### config.mk
export PLATFORM = sky130hd
export DESIGN_NAME = switch_block_dbcfg_flat
export DESIGN_NICKNAME = d
export VERILOG_FILES = /design/src/rtl/switch_block_dbcfg_pkg.sv /design/src/rtl/switch_block_dbcfg_if.sv /design/src/rtl/sb_track_mux.sv /design/src/rtl/switch_block_dbcfg.sv /design/src/flat_wrapper.sv
export SDC_FILE = /design/constraint.sdc
export NUM_CORES = 1
export LEC_CHECK = 0
export BUFFER_PORTS_ARGS = -buffer_cell sky130_fd_sc_hd__buf_4
export CORE_MARGIN = 2
export CORE_UTILIZATION = 57
export CTS_CLUSTER_DIAMETER = 120
export CTS_CLUSTER_SIZE = 8
export DETAILED_ROUTE_END_ITERATION = 8
export PLACE_DENSITY_LB_ADDON = 0.08
export SLEW_MARGIN = 40
export SYNTH_ARGS = -nofsm -noshare
export SYNTH_HDL_FRONTEND = slang
export SYNTH_SLANG_ARGS = --single-unit
### constraint.sdc
create_clock -name clk -period 2.13 [get_ports clk]
set_clock_uncertainty 0.1 [all_clocks]
set_input_delay 0.426 -clock clk [delete_from_list [all_inputs] [get_ports clk]]
set_output_delay 0.426 -clock clk [all_outputs]
set_load 0.03 [all_outputs]
### src/rtl/switch_block_dbcfg_pkg.sv
// Shared constants for the double-buffered Wilton switch block.
// Select encodings, side ordering and index helpers used at elaboration.
package switch_block_dbcfg_pkg;

  localparam logic [1:0] SEL_STRAIGHT = 2'd0;
  localparam logic [1:0] SEL_TURN_A   = 2'd1;
  localparam logic [1:0] SEL_TURN_B   = 2'd2;
  localparam logic [1:0] SEL_CLB      = 2'd3;

  localparam int SIDE_LEFT   = 0;
  localparam int SIDE_RIGHT  = 1;
  localparam int SIDE_TOP    = 2;
  localparam int SIDE_BOTTOM = 3;

  function automatic int cfg_base(input int side, input int w);
    return side * 2 * w;
  endfunction

  function automatic int wrap(input int idx, input int w);
    return ((idx % w) + w) % w;
  endfunction

endpackage

### src/rtl/switch_block_dbcfg_if.sv
// Track bundle of one switch block: incoming/outgoing tracks per side
// plus the two CLB output pins feeding the block.
interface switch_block_dbcfg_if #(
  parameter int W = 4
);

  logic [W-1:0] left_in;
  logic [W-1:0] right_in;
  logic [W-1:0] top_in;
  logic [W-1:0] bottom_in;
  logic         left_clb_in;
  logic         right_clb_in;
  logic [W-1:0] left_out;
  logic [W-1:0] right_out;
  logic [W-1:0] top_out;
  logic [W-1:0] bottom_out;

  modport master (
    output left_in, right_in, top_in, bottom_in,
    output left_clb_in, right_clb_in,
    input  left_out, right_out, top_out, bottom_out
  );

  modport slave (
    input  left_in, right_in, top_in, bottom_in,
    input  left_clb_in, right_clb_in,
    output left_out, right_out, top_out, bottom_out
  );

endinterface

### src/rtl/sb_track_mux.sv
// One outgoing track: 4:1 source select driven by a 2-bit config field.
// Input order follows the select encoding (straight, turn A, turn B, CLB).
module sb_track_mux
  import switch_block_dbcfg_pkg::*;
(
  input  logic [3:0] in,
  input  logic [1:0] sel,
  output logic       out
);

  always_comb begin
    out = 1'b0;
    unique case (sel)
      SEL_STRAIGHT: out = in[0];
      SEL_TURN_A:   out = in[1];
      SEL_TURN_B:   out = in[2];
      SEL_CLB:      out = in[3];
    endcase
  end

endmodule

### src/rtl/switch_block_dbcfg.sv
// W-track Wilton switch block with a scan shadow chain committed
// atomically into the active routing config; optional output registers.
module switch_block_dbcfg
  import switch_block_dbcfg_pkg::*;
#(
  parameter int CHANNEL_ONEWAY_WIDTH = 4,
  parameter int REG_OUT              = 0
) (
  input  logic clk,
  input  logic rst,
  input  logic scan_en,
  input  logic scan_in,
  output logic scan_out,
  input  logic cfg_load,
  output logic cfg_valid,
  output logic cfg_err,
  switch_block_dbcfg_if.slave sb
);

  localparam int W        = CHANNEL_ONEWAY_WIDTH;
  localparam int CFG_BITS = 8 * W;
  localparam int CW       = $clog2(CFG_BITS);
  localparam logic [CW-1:0] CNT_LAST = CW'(CFG_BITS - 1);

  logic [CFG_BITS-1:0] shadow;
  logic [CFG_BITS-1:0] active;
  logic [CW-1:0]       bit_cnt;

  // Load decisions look at pre-shift shadow and count.
  always_ff @(posedge clk) begin
    if (rst) begin
      shadow    <= '0;
      active    <= '0;
      bit_cnt   <= '0;
      cfg_valid <= 1'b0;
      cfg_err   <= 1'b0;
    end else begin
      if (scan_en) begin
        shadow  <= {scan_in, shadow[CFG_BITS-1:1]};
        bit_cnt <= (bit_cnt == CNT_LAST) ? '0 : bit_cnt + CW'(1);
      end
      if (cfg_load) begin
        if (bit_cnt == '0) begin
          active    <= shadow;
          cfg_valid <= 1'b1;
        end else begin
          cfg_err <= 1'b1;
        end
      end
    end
  end

  assign scan_out = shadow[0];

  logic [W-1:0] rt_l;
  logic [W-1:0] rt_r;
  logic [W-1:0] rt_t;
  logic [W-1:0] rt_b;

  for (genvar i = 0; i < W; i++) begin : g_trk
    localparam int NX = wrap(i + 1, W);
    localparam int PV = wrap(i - 1, W);
    localparam int MR = wrap(W - 2 - i, W);
    localparam int SL = cfg_base(SIDE_LEFT, W) + 2 * i;
    localparam int SR = cfg_base(SIDE_RIGHT, W) + 2 * i;
    localparam int ST = cfg_base(SIDE_TOP, W) + 2 * i;
    localparam int SB = cfg_base(SIDE_BOTTOM, W) + 2 * i;

    logic clb_l;
    logic clb_r;

    // Only the outermost track of each side can reach a CLB pin.
    assign clb_l = (i == W - 1) ? sb.left_clb_in : 1'b0;
    assign clb_r = (i == W - 1) ? sb.right_clb_in : 1'b0;

    sb_track_mux u_l (
      .in ({clb_l, sb.bottom_in[MR], sb.top_in[NX], sb.right_in[i]}),
      .sel(active[SL +: 2]),
      .out(rt_l[i])
    );

    sb_track_mux u_r (
      .in ({clb_r, sb.bottom_in[PV], sb.top_in[MR], sb.left_in[i]}),
      .sel(active[SR +: 2]),
      .out(rt_r[i])
    );

    sb_track_mux u_t (
      .in ({1'b0, sb.right_in[MR], sb.left_in[PV], sb.bottom_in[i]}),
      .sel(active[ST +: 2]),
      .out(rt_t[i])
    );

    sb_track_mux u_b (
      .in ({1'b0, sb.right_in[NX], sb.left_in[MR], sb.top_in[i]}),
      .sel(active[SB +: 2]),
      .out(rt_b[i])
    );
  end

  logic [4*W-1:0] gated;

  assign gated = cfg_valid ? {rt_b, rt_t, rt_r, rt_l} : '0;

  if (REG_OUT != 0) begin : g_reg
    logic [4*W-1:0] oreg;

    always_ff @(posedge clk) begin
      if (rst) oreg <= '0;
      else     oreg <= gated;
    end

    assign {sb.bottom_out, sb.top_out, sb.right_out, sb.left_out} = oreg;
  end else begin : g_comb
    assign {sb.bottom_out, sb.top_out, sb.right_out, sb.left_out} = gated;
  end

endmodule

### src/flat_wrapper.sv
// flat-port wrapper written by rule: the top's interface ports become plain ports
module switch_block_dbcfg_flat import switch_block_dbcfg_pkg::*;
#(
  parameter int CHANNEL_ONEWAY_WIDTH = 4,
  parameter int REG_OUT              = 0
)
  (clk, rst, scan_en, scan_in, scan_out, cfg_load, cfg_valid, cfg_err, sb_left_in, sb_right_in, sb_top_in, sb_bottom_in, sb_left_clb_in, sb_right_clb_in, sb_left_out, sb_right_out, sb_top_out, sb_bottom_out);
  switch_block_dbcfg_if #(.W((4))) sb_i ();
  input  logic clk;
  input  logic rst;
  input  logic scan_en;
  input  logic scan_in;
  output logic scan_out;
  input  logic cfg_load;
  output logic cfg_valid;
  output logic cfg_err;
  input wire logic [$bits(sb_i.left_in)-1:0] sb_left_in;
  input wire logic [$bits(sb_i.right_in)-1:0] sb_right_in;
  input wire logic [$bits(sb_i.top_in)-1:0] sb_top_in;
  input wire logic [$bits(sb_i.bottom_in)-1:0] sb_bottom_in;
  input wire logic [$bits(sb_i.left_clb_in)-1:0] sb_left_clb_in;
  input wire logic [$bits(sb_i.right_clb_in)-1:0] sb_right_clb_in;
  output wire logic [$bits(sb_i.left_out)-1:0] sb_left_out;
  output wire logic [$bits(sb_i.right_out)-1:0] sb_right_out;
  output wire logic [$bits(sb_i.top_out)-1:0] sb_top_out;
  output wire logic [$bits(sb_i.bottom_out)-1:0] sb_bottom_out;
  assign sb_i.left_in = sb_left_in;
  assign sb_i.right_in = sb_right_in;
  assign sb_i.top_in = sb_top_in;
  assign sb_i.bottom_in = sb_bottom_in;
  assign sb_i.left_clb_in = sb_left_clb_in;
  assign sb_i.right_clb_in = sb_right_clb_in;
  assign sb_left_out = sb_i.left_out;
  assign sb_right_out = sb_i.right_out;
  assign sb_top_out = sb_i.top_out;
  assign sb_bottom_out = sb_i.bottom_out;
  switch_block_dbcfg #(.CHANNEL_ONEWAY_WIDTH(CHANNEL_ONEWAY_WIDTH), .REG_OUT(REG_OUT)) u_core (.clk(clk), .rst(rst), .scan_en(scan_en), .scan_in(scan_in), .scan_out(scan_out), .cfg_load(cfg_load), .cfg_valid(cfg_valid), .cfg_err(cfg_err), .sb(sb_i));
endmodule
==> impl_metrics.json, run 1 <==
{
  "ys_ff_latch": 71,
  "final_cell_mix": "dfxtp_1 (71), mux2i_1 (47), buf_4 (44)",
  "holdBufCountCts": 0,
  "vias": 2629,
  "fmax_mhz": 488,
  "arrival_ps": 1520,
  "htree_levels": 3,
  "clk_path_buf_depth": 2,
  "cts-root-buf": "clkbuf_8",
  "port-buffer-count": 41,
  "met1_usage": 0.355,
  "crit_type": "reg -> out",
  "cts.repair.resized": 0,
  "cts_tree": "built",
  "place_congestion": 0.809,
  "clkLatencyLatePin_ps": 340,
  "diodes": 0,
  "drt-total-wl_um": 7370,
  "final.setup.tns_ps": 0,
  "fillers": 481,
  "post_cts_buffers": 0,
  "rr_startpoint": "u_core.bit_cnt[0]",
  "power_leakage_nw": 1.40,
  "die_w_um": 78.5,
  "path_clk_slew_ps": 70,
  "mostFrequentLayoutCell": "dfxtp_1",
  "drt-initial-drc-count": 146,
  "synth_area_per_cell_sq_um": 9.08,
  "final_util": 0.673,
  "finalPower_mw": 2.80,
  "multi_input_area_sq_um": 1590,
  "grt_max_degree": 72,
  "postRouteAntennaNets": 0,
  "syn_to_final_growth_pct": 15.8,
  "post_drt_wl_per_cell_um": 16.3,
  "setup_viol_count_final": 0,
  "firstDrtPassIters": 4,
  "grt_antenna_before_repair": 0,
  "syn_inst": 348,
  "worst_pin_slew_ps": 710,
  "clock-sinks": 71,
  "crit_fanout": 2,
  "ir_drop_mv": 0.680,
  "fin_crit_sh": 0.963,
  "yosys.area.top_type": "dfxtp_1",
  "grt_use_met3": 0.0425,
  "rsz0062_at_grt": "no",
  "ys_types": 27,
  "top_usage_layer": "met2",
  "drv_cap": 0,
  "nets": 403,
  "slew-limit-headroom": 0.527,
  "slew_viol_final": 0,
  "yosys.area.top_type_share": 0.450,
  "worstSetupStartpointType": "flip-flop",
  "drc": 0,
  "die_y_um": 78.5,
  "outcome": "finished clean",
  "hold_start": "scan_in",
  "crit_required_ps": 1600,
  "gr-usage-all-layers": 0.254,
  "syn_area_sq_um": 3160,
  "yosys_warnings": 0,
  "dieArea_sq_um": 6160,
  "numCtsBuffers": 9,
  "drive_gt1_frac": 0.181,
  "cp_cell_sequence": "mux4_2 > and2_1 > buf_4",
  "synth_nets": 374,
  "finalHoldViolations": 0,
  "critPathCaptureType": "primary output",
  "core_area_sq_um": 5440,
  "min_period_ps": 2050,
  "ios": 42,
  "grt_pass1_wl_um": 12100,
  "yosysSeqAreaShare": 0.450,
  "power_density_nw_per_um2": 766,
  "grt-ovfl-total": 0,
  "cp_slowest_cell": "mux4_2",
  "grt_pass1_vias": 2393,
  "cpPeakStageDelay_ps": 500,
  "dp_hpwl_um": 4830,
  "rows": 27,
  "critPathLaunch": "u_core.active[14]",
  "gr-usage-met2": 0.389,
  "routed_via_density": 5.80,
  "synth_top_cells_by_area": "dfxtp_1 (45%), mux2i_1 (15%), a21oi_1 (5.9%), nand3_1 (5.2%), o21ai_1 (4.4%)",
  "register_area_sq_um": 1420,
  "start_util": 0.581,
  "hold_class": "in -> reg"
}
-- critical path, delay by kind of cell (launching register included) --
kind                   cells  cell delay [ps]
and+or+nand+nor            1              160
DFF                        1              370
buffers and inverters      1              160
muxes                      1              500
-- through the flow --
step           hold slack [ps]  cells  instance area (sq um)  worst slack (ps)
2_1_floorplan              355    348                   3160               421
3_3_place_gp               370    438                   3450               296
3_5_place_dp               372    438                   3450               284
4_1_cts                    245    453                   3660              62.5
5_1_grt                    240    453                   3660              25.7
6_report                   245    453                   3660              79.5
-- path summary, 6_finish.rpt --
kind / cells past startpoint / to / slack [ps]
worst max-delay path: 3 / sb_right_out[3] / 80
worst min register to register: 2 / u_core.active[14] / 380
worst max register to register: 5 / u_core.active[23] / 250
worst min-delay path: 3 / u_core.shadow[31] / 250
-- routing by layer --
metal | wire length (um) | part of all wire | up-vias
li1 | - | - | 1295
met1 | 3440 | 0.47 | 1255
met2 | 3470 | 0.47 | 71
met3 | 338 | 0.046 | 8
met4 | 123 | 0.017 | 0
met5 | 0 | 0 | -
-- cells in the mapped netlist --
library cell,number
inv_1,3
mux4_2,2
o21ai_2,2
inv_2,1
o21ai_0,18
nor4b_4,1
mux2i_1,47
a21oi_1,37
nor2_1,37
a21oi_2,1
buf_1,2
or4b_4,1
dfxtp_1,71
and2_1,16
clkbuf_1,13
buf_2,8
nand3b_1,15
or4_1,1
nand2_1,1
nand3_1,33
nor3b_1,1
o21ai_1,28
and4bb_2,1
ha_1,3
buf_6,3
a31oi_1,1
and3_2,1
-- state kept, by name, summed over array words and instances (netlist names) --
signal / count
u_core.active: 32
u_core.bit_cnt: 5
u_core.cfg_err: 1
u_core.cfg_valid: 1
u_core.shadow: 32
-- cell type report --
type,count,share of cell area
multi-input cells,247,0.435
clock buffers,9,0.0338
repair buffers,44,0.0902
clock inverters,6,0.0236
well taps,72,0.0246
flip-flops and latches,71,0.388
inverters,4,0.00410
-- where the power goes --
| part | switching (mW) | internal, mW | total, mW |
|---|---|---|---|
| Clock | 0.496 | 0.651 | 1.15 |
| Sequential | 0.0164 | 1.34 | 1.35 |
| Combinational | 0.199 | 0.107 | 0.306 |
-- cells by family (layout without fill, tap and decap cells) --
group / after synthesis / after routing / share of synthesized area
and+or+nand+nor: 108 / 108 / 0.188
AOI/OAI and AO/OA: 87 / 87 / 0.142
DFF: 71 / 71 / 0.450
muxes: 49 / 49 / 0.163
buffers and inverters: 30 / 63 / 0.0459
adders and majority gates: 3 / 3 / 0.0119
No activity file was read; power rests on OpenSTA's default activity.
==> run 2, diff against run 1 <==
Settings changed: PLACE_DENSITY set to 0.85, PLACE_DENSITY_LB_ADDON 0.08 to unset.
==> run 2 against run 1 <==
Compared with the run above: design area is 0.34% lower; setup slack worse by 17 ps; routed wire length increased by 0.16%; critical path type unchanged; largest cell class unchanged.
==> impl_metrics.json, run 2 (same netlist as run 1, synthesis figures left out) <==
{
  "place_congestion": 0.811,
  "port-buffer-count": 41,
  "post_drt_wl_per_cell_um": 16.3,
  "grt-ovfl-total": 0,
  "fin_crit_sh": 0.971,
  "worstSetupStartpointType": "flip-flop",
  "mostFrequentLayoutCell": "dfxtp_1",
  "power_leakage_nw": 1.39,
  "post_cts_buffers": 0,
  "final_cells": 454,
  "finalHoldViolations": 0,
  "placedCellCount": 438,
  "grt_max_degree": 72,
  "drive_gt1_frac": 0.183,
  "power_density_nw_per_um2": 747,
  "grt_pass1_vias": 2311,
  "crit_buf_inv": 1,
  "routed_via_density": 5.86,
  "final.setup.tns_ps": 0,
  "cts_tree": "built",
  "critPathCaptureType": "primary output",
  "hold_class": "in -> reg",
  "holdBufCountCts": 0,
  "path_delay_family": "multiplexers",
  "grt_pass1_wl_um": 11400,
  "rows": 27,
  "dp_hpwl_um": 4930,
  "top_regs": "u_core.active: 32 flops, u_core.shadow: 32 flops, u_core.bit_cnt: 5 flops",
  "cpPeakStageDelay_ps": 500,
  "cts.repair.resized": 0,
  "vias": 2661,
  "clk_path_buf_depth": 2,
  "grt_antenna_before_repair": 0,
  "final_util": 0.671,
  "drt-total-wl_um": 7380,
  "numCtsBuffers": 9,
  "finalPower_mw": 2.73,
  "fmax_mhz": 484,
  "cp_cell_sequence": "mux4_2 > and2_1 > buf_4",
  "slew-limit-headroom": 0.542,
  "crit_fanout": 2,
  "die_w_um": 78.5,
  "gr-usage-all-layers": 0.241,
  "final_cell_mix": "dfxtp_1 (71), mux2i_1 (47), buf_4 (44)",
  "outcome": "finished clean",
  "setup_viol_count_final": 0,
  "drc": 0,
  "syn_to_final_growth_pct": 15.4,
  "slew_viol_final": 0,
  "htree_levels": 3,
  "drv_cap": 0,
  "ios": 42,
  "postPlaceCellArea_sq_um": 3450,
  "crit_type": "reg -> out",
  "dieArea_sq_um": 6160,
  "path_clk_slew_ps": 80,
  "design_area_sq_um": 3650,
  "cts-root-buf": "clkbuf_8",
  "ir_drop_mv": 0.469,
  "worst_pin_slew_ps": 687,
  "min_period_ps": 2070,
  "crit_required_ps": 1600,
  "firstDrtPassIters": 4,
  "arrival_ps": 1540,
  "postRouteAntennaNets": 0,
  "start_util": 0.581,
  "drt-initial-drc-count": 182,
  "rsz0062_at_grt": "no",
  "nets": 403,
  "clkLatencyLatePin_ps": 350,
  "clock-sinks": 71,
  "die_y_um": 78.5,
  "core_area_sq_um": 5440,
  "cp_slowest_cell": "mux4_2",
  "diodes": 0
}
[run 2: cell types whose count changed in the layout (fill, tap and decap cells not counted), sizes merged]
cell and delta:
clkbuf +1, bufinv -1, clkinvlp +1
[run 2: report_power, final]
| group | switching, mW | internal (mW) | leakage [nW] |
|---|---|---|---|
| logic | 0.201 | 0.108 | 0.722 |
| clock network | 0.502 | 0.566 | 0.0981 |
| registers | 0.0133 | 1.34 | 0.573 |
| total | 0.717 | 2.01 | 1.39 |
[run 2: worst register-to-register path: cells and delay by family (launching register included)]
kind	cells	cell delay, ps
flops	1	360
buf+inv	1	70
fa+ha+maj	1	160
simple gates	1	680
compound gates	2	340
[run 2: final cells by class]
cell class	count	area, sq um
Multi-Input combinational cell	247	1590
Clock buffer	10	138
Tap cell	72	90.1
Fill cell	428	1790
Inverter	4	15.0
Sequential cell	71	1420
Timing Repair Buffer	44	330
Clock inverter	6	60.1
[run 2: metrics by stage]
step / hold slack [ps] / setup slack [ps]
after floorplan: 355 / 421
after global placement: 370 / 303
after detailed placement: 374 / 295
after CTS: 210 / 53.3
after global routing: 226 / 28.3
final: 211 / 62.5
[run 2: worst paths after layout]
check,from,end,cells after the start,slack [ps]
setup / recovery,u_core.active[14],sb_right_out[3],3,60
hold / removal,scan_in,u_core.shadow[31],3,210
setup reg to reg,u_core.bit_cnt[0],u_core.active[16],5,270
hold reg to reg,u_core.shadow[7],u_core.active[7],2,390
[run 2: routing by layer]
| layer | global-route usage | wire length (um) | up-vias |
|---|---|---|---|
| li1 | - | - | 1289 |
| met2 | 0.379 | 3370 | 80 |
| met4 | 0.107 | 213 | 0 |
| met3 | 0.0517 | 458 | 15 |
| met5 | 0 | 0 | - |
| met1 | 0.320 | 3340 | 1277 |
